<file path="src/rtl/seq_mult4_pkg.sv">
// seq_mult4 shared types and constants.
// Imported by the multiplier slice.
package seq_mult4_pkg;

  typedef enum logic [1:0] {
    IDLE,
    RUN,
    DONE
  } mult_state_t;

  localparam int N_ITER = 4;
  localparam int OP_W   = 4;
  localparam int PROD_W = 8;
  localparam int CNT_W  = $clog2(N_ITER);

  localparam logic [CNT_W-1:0] CNT_LAST =
    CNT_W'(N_ITER - 1);

endpackage

</file>
<file path="src/rtl/seq_mult4_if.sv">
// Request/result bundle for seq_mult4.
// master drives operands, slave returns the product.
interface seq_mult4_if;
  import seq_mult4_pkg::*;

  logic              start;
  logic [OP_W-1:0]   a;
  logic [OP_W-1:0]   b;
  logic              busy;
  logic              done;
  logic [PROD_W-1:0] product;

  modport master (
    output start,
    output a,
    output b,
    input  busy,
    input  done,
    input  product
  );

  modport slave (
    input  start,
    input  a,
    input  b,
    output busy,
    output done,
    output product
  );

endinterface

</file>
<file path="src/rtl/adder4.sv">
// 4-bit ripple-carry adder.
// Chains four full_adder cells.
module adder4 (
  input  logic [3:0] a,
  input  logic [3:0] b,
  input  logic       cin,
  output logic [3:0] sum,
  output logic       cout
);

  logic [4:0] c;

  assign c[0] = cin;

  for (genvar i = 0; i < 4; i++) begin : g_fa
    full_adder u_fa (
      .a    (a[i]),
      .b    (b[i]),
      .cin  (c[i]),
      .sum  (sum[i]),
      .cout (c[i+1])
    );
  end

  assign cout = c[4];

endmodule

</file>
<file path="src/rtl/full_adder.sv">
// One-bit full adder.
// Building block of adder4.
module full_adder (
  input  logic a,
  input  logic b,
  input  logic cin,
  output logic sum,
  output logic cout
);

  assign sum  = a ^ b ^ cin;
  assign cout = (a & b) | (cin & (a ^ b));

endmodule

</file>
<file path="src/rtl/seq_mult4.sv">
// Sequential 4x4 shift-and-add multiplier.
// One adder4 pass per RUN cycle, product on done.
module seq_mult4
  import seq_mult4_pkg::*;
(
  input  logic         clk,
  input  logic         rst,
  seq_mult4_if.slave   bus
);

  mult_state_t state;
  mult_state_t state_n;

  logic [OP_W-1:0]   mcand;
  logic [OP_W-1:0]   acc_hi;
  logic [OP_W-1:0]   mq;
  logic [CNT_W-1:0]  cnt;
  logic [PROD_W-1:0] prod_q;

  logic [OP_W-1:0]   addend;
  logic [OP_W-1:0]   sum;
  logic              cout;
  logic [OP_W-1:0]   acc_hi_n;
  logic [OP_W-1:0]   mq_n;
  logic              last;

  assign addend = mq[0] ? mcand : '0;

  adder4 u_add (
    .a    (acc_hi),
    .b    (addend),
    .cin  (1'b0),
    .sum  (sum),
    .cout (cout)
  );

  // {cout,sum,mq} shifted right by one
  assign acc_hi_n = {cout, sum[OP_W-1:1]};
  assign mq_n     = {sum[0], mq[OP_W-1:1]};
  assign last     = (cnt == CNT_LAST);

  always_comb begin
    state_n  = state;
    bus.busy = 1'b0;
    bus.done = 1'b0;
    unique case (state)
      IDLE: begin
        if (bus.start) state_n = RUN;
      end
      RUN: begin
        bus.busy = 1'b1;
        if (last) state_n = DONE;
      end
      DONE: begin
        bus.done = 1'b1;
        state_n  = IDLE;
      end
      default: state_n = IDLE;
    endcase
  end

  always_ff @(posedge clk) begin
    if (rst) begin
      state  <= IDLE;
      mcand  <= '0;
      acc_hi <= '0;
      mq     <= '0;
      cnt    <= '0;
      prod_q <= '0;
    end else begin
      state <= state_n;
      unique case (state)
        IDLE: begin
          if (bus.start) begin
            mcand  <= bus.a;
            mq     <= bus.b;
            acc_hi <= '0;
            cnt    <= '0;
          end
        end
        RUN: begin
          acc_hi <= acc_hi_n;
          mq     <= mq_n;
          cnt    <= cnt + 1'b1;
          if (last) prod_q <= {acc_hi_n, mq_n};
        end
        default: ;
      endcase
    end
  end

  assign bus.product = prod_q;

endmodule
</file>
<file path="src/flat_wrapper.sv">
// flat-port wrapper written by rule: the top's interface ports become plain ports
module seq_mult4_flat import seq_mult4_pkg::*;
  (clk, rst, bus_start, bus_a, bus_b, bus_busy, bus_done, bus_product);
  seq_mult4_if bus_i ();
  input  logic clk;
  input  logic rst;
  input wire logic [$bits(bus_i.start)-1:0] bus_start;
  input wire logic [$bits(bus_i.a)-1:0] bus_a;
  input wire logic [$bits(bus_i.b)-1:0] bus_b;
  output wire logic [$bits(bus_i.busy)-1:0] bus_busy;
  output wire logic [$bits(bus_i.done)-1:0] bus_done;
  output wire logic [$bits(bus_i.product)-1:0] bus_product;
  assign bus_i.start = bus_start;
  assign bus_i.a = bus_a;
  assign bus_i.b = bus_b;
  assign bus_busy = bus_i.busy;
  assign bus_done = bus_i.done;
  assign bus_product = bus_i.product;
  seq_mult4 u_core (.clk(clk), .rst(rst), .bus(bus_i));
endmodule
</file>
<file path="config.mk">
export PLATFORM = sky130hd
export DESIGN_NAME = seq_mult4_flat
export DESIGN_NICKNAME = d
export VERILOG_FILES = /design/src/rtl/seq_mult4_pkg.sv /design/src/rtl/seq_mult4_if.sv /design/src/rtl/adder4.sv /design/src/rtl/full_adder.sv /design/src/rtl/seq_mult4.sv /design/src/flat_wrapper.sv
export SDC_FILE = /design/constraint.sdc
export NUM_CORES = 1
export LEC_CHECK = 0
export ABC_AREA = 1
export BUFFER_PORTS_ARGS = -buffer_cell sky130_fd_sc_hd__buf_2
export CAP_MARGIN = 20
export CORE_ASPECT_RATIO = 1.1
export CORE_MARGIN = 1.5
export CORE_UTILIZATION = 53
export CTS_CLUSTER_SIZE = 24
export DETAILED_ROUTE_END_ITERATION = 6
export PLACE_DENSITY = 0.82
export SLEW_MARGIN = 10
export SYNTH_ARGS = -nofsm -noshare
export SYNTH_HDL_FRONTEND = slang
export SYNTH_HIERARCHICAL = 1
export SYNTH_SLANG_ARGS = --single-unit
</file>
<file path="constraint.sdc">
create_clock -name clk -period 2.75 [get_ports clk]
set_input_delay 0.1375 -clock clk [delete_from_list [all_inputs] [get_ports clk]]
set_output_delay 0.1375 -clock clk [all_outputs]
set_load 0.1 [all_outputs]
</file>
==> impl_metrics.py <==
metrics = {
    "status": {
        "status": "finished, final reports clean",
    },
    "sta": {
        "period_share_pct": 89.5,
        "max_freq_mhz": 406,
        "hold_viol": 0,
        "maxSlewViolCount": 0,
        "rsz0062_at_grt": "no",
        "finalSetupViolCount": 0,
        "setup_ws_ps": 290,
        "fin_skew_ps": 2.54,
        "period_needed_ps": 2460,
        "fin_setup_tns_ps": 0,
    },
    "min_path": {
        "min_path_type": "primary input to register",
        "min_path_cells": 3,
    },
    "power_and_ir_drop": {
        "power_w": 0.000609,
        "vdd_drop_max_uv": 270,
        "power.density_nw_per_um2": 483,
        "p_leak_nw": 0.665,
    },
    "setup_path": {
        "path_cells": "nand2_1, inv_1, fa_1, fa_1, fa_1, fa_1, nand2_1, a21oi_2",
        "endpoint_kind": "register",
        "reg2reg_depth": 8,
        "crit_buf_inv": 1,
        "path_max_fanout": 5,
        "cp.required_ps": 3000,
        "cp_slowest_cell": "fa_1",
        "critPathTopFamily": "adder cells",
        "max_stage_delay_ps": 530,
        "crit_cells": 8,
        "cp.arrival_ps": 2710,
        "crit_type": "register to register",
        "startpoint_type": "register",
        "crit_top_cell": "fa_1",
    },
    "route": {
        "wl_um": 2060,
        "drt_iter0_drc": 15,
        "vias": 963,
        "first_pass_iters": 4,
        "drcViolationCount": 0,
        "wire_per_inst_um": 10.8,
        "viasPerCell": 5.07,
        "antenna_left": 0,
    },
    "cts": {
        "cts-root-buf": "clkbuf_4",
        "clkLatencyLatePin_ps": 310,
        "clkSlewWorstSetupHoldPaths_ps": 120,
        "hold_buffers": 0,
        "ctsResizeCount": 0,
        "clockBufferDepth": 2,
        "cts_tree": "built",
        "cts_setup_buffers": 0,
        "cts_buffers": 3,
        "htreeDepth": 1,
        "clock-sinks": 24,
    },
    "cells_and_area": {
        "stdcell_count": 190,
        "final_util_pct": 62.4,
        "n_antenna_cell": 0,
        "area_growth_pct": 10.4,
        "fillers": 174,
        "drive_above_1_share_pct": 24.7,
        "final_nets": 180,
    },
    "global_route": {
        "antenna_found_initial": 0,
        "met1_usage_pct": 24.5,
        "grt_usage_pct": 19.4,
        "grt_use_met2_pct": 30.9,
        "grt_overflow": 0,
        "gr-usage-met3_pct": 2.43,
        "grt.busiest_layer": "met2",
        "grt_start_max_net_pins": 19,
        "grt_pass1_vias": 803,
        "grt_pass1_wl_um": 3330,
    },
    "placement": {
        "dp_slack_ps": 380,
        "port_buffers": 20,
        "dpl.cell_count": 187,
        "gp_congestion": 0.808,
        "dpl.hpwl_um": 1550,
    },
    "synth": {
        "synth_top_family_by_area": "simple AND/OR/NAND/NOR gates",
        "synth_compound_area_share_pct": 8.11,
        "muxShareOfSynthArea_pct": 0,
        "yosysTopAreaCell": "dfxtp_1",
        "synth_top_area_share_pct": 42.1,
        "syn-num-nets": 159,
        "netlist_instances": 143,
        "synth-adder-area-share_pct": 8.11,
        "yosysMostFrequentCell": "nand2_1",
        "ys_top_cells_by_area": "dfxtp_1 (42%), nand2_1 (14%), fa_1 (7.0%), nor2_1 (6.9%), nand3_1 (5.3%)",
        "synth_cell_types": 21,
        "synth-xor-area-share_pct": 0,
        "ys_warn_count": 6,
        "synth_ff_type": "dfxtp_1",
        "ys_seq_elements": 24,
        "synth-edff-count": 0,
        "yosys.area_share.simple_pct": 33.5,
        "syn_avg_cell_area_um2": 7.99,
        "synthesis.area_um2": 1140,
        "ys_top_cells_by_count": "nand2_1 (43), dfxtp_1 (24), nor2_1 (21)",
        "synth.yosys.seq_area_share_pct": 42.1,
        "ys_async_sr_fraction_pct": 0,
    },
    "floorplanning": {
        "io_pins": 21,
        "die_area_um2": 2440,
        "rows": 17,
        "coreArea_um2": 2020,
        "initial_core_util_pct": 56.5,
        "fp.dieW_um": 47.3,
        "fp.dieH_um": 51.7,
    },
    "flow_run": {
        "max_cap_violations": 0,
    },
}
[power breakdown]
group          internal (W)  switching [W]  total [W]
logic             0.0000290      0.0000576  0.0000866
registers          0.000362      0.0000137   0.000376
clock network     0.0000512      0.0000955   0.000147
[state kept, by name, summed over array words and instances, names as in the netlist]
signal,cells
u_core/mq,4
u_core/state,2
u_core/mcand,4
u_core/cnt,2
u_core/acc_hi,4
u_core/bus.product,8
[final timing paths]
check	start	slack, ps	to
worst max register to register	u_core/mq[0]$_SDFFE_PP0P_	290	u_core/acc_hi[2]$_SDFFE_PP0P_
worst min register to register	u_core/bus.product[1]$_SDFFE_PP0P_	480	u_core/bus.product[1]$_SDFFE_PP0P_
worst min-delay path	bus_a[2]	70	u_core/mcand[2]$_SDFFE_PP0P_
worst max-delay path	u_core/mq[0]$_SDFFE_PP0P_	290	u_core/acc_hi[2]$_SDFFE_PP0P_
[metal layers]
metal  up-vias  wire [um]
li1        478          -
met1       446        913
met2        33       1000
met3         6         92
met4         0         51
met5         -          0
[logic make-up after synthesis]
group / Yosys count
AND/OR/NAND/NOR: 84
flip-flops: 24
buffers and inverters: 17
AO/OA/AOI/OAI: 12
adder cells (fa/ha/maj): 5
other: 1
[area by class of cell]
| type | instances | area [um^2] | area share (%) |
|---|---|---|---|
| timing repair buffer | 20 | 100 | 7.94 |
| clock buffer | 3 | 22.5 | 1.79 |
| sequential | 24 | 480 | 38.1 |
| tap | 28 | 35.0 | 2.78 |
| inverter | 13 | 51.3 | 4.07 |
| multi-input combinational | 102 | 572 | 45.3 |
[layout by cell type, fill, tap and decap left out, drive strengths merged]
cell type and instances:
o21ai 6, nand2 49, fa 4, nor2 23, a21oi 5, conb 1, nand3 12, buf 20
dfxtp 24, o21a 1, inv 13, clkbuf 3, ha 1
[tightest hold or removal path, delay by kind of cell]
kind,cells,cell delay (ps)
simple gates,1,80
buf+inv,1,70
compound gates,1,70
[per-stage QoR]
step,hold slack [ps],instance area (um^2)
global placement,388,1240
detailed placement,398,1240
CTS,68.7,1260
global route,109,1260
finish,72.2,1260
floorplan,302,1140
(Power assumes the default switching activity.)
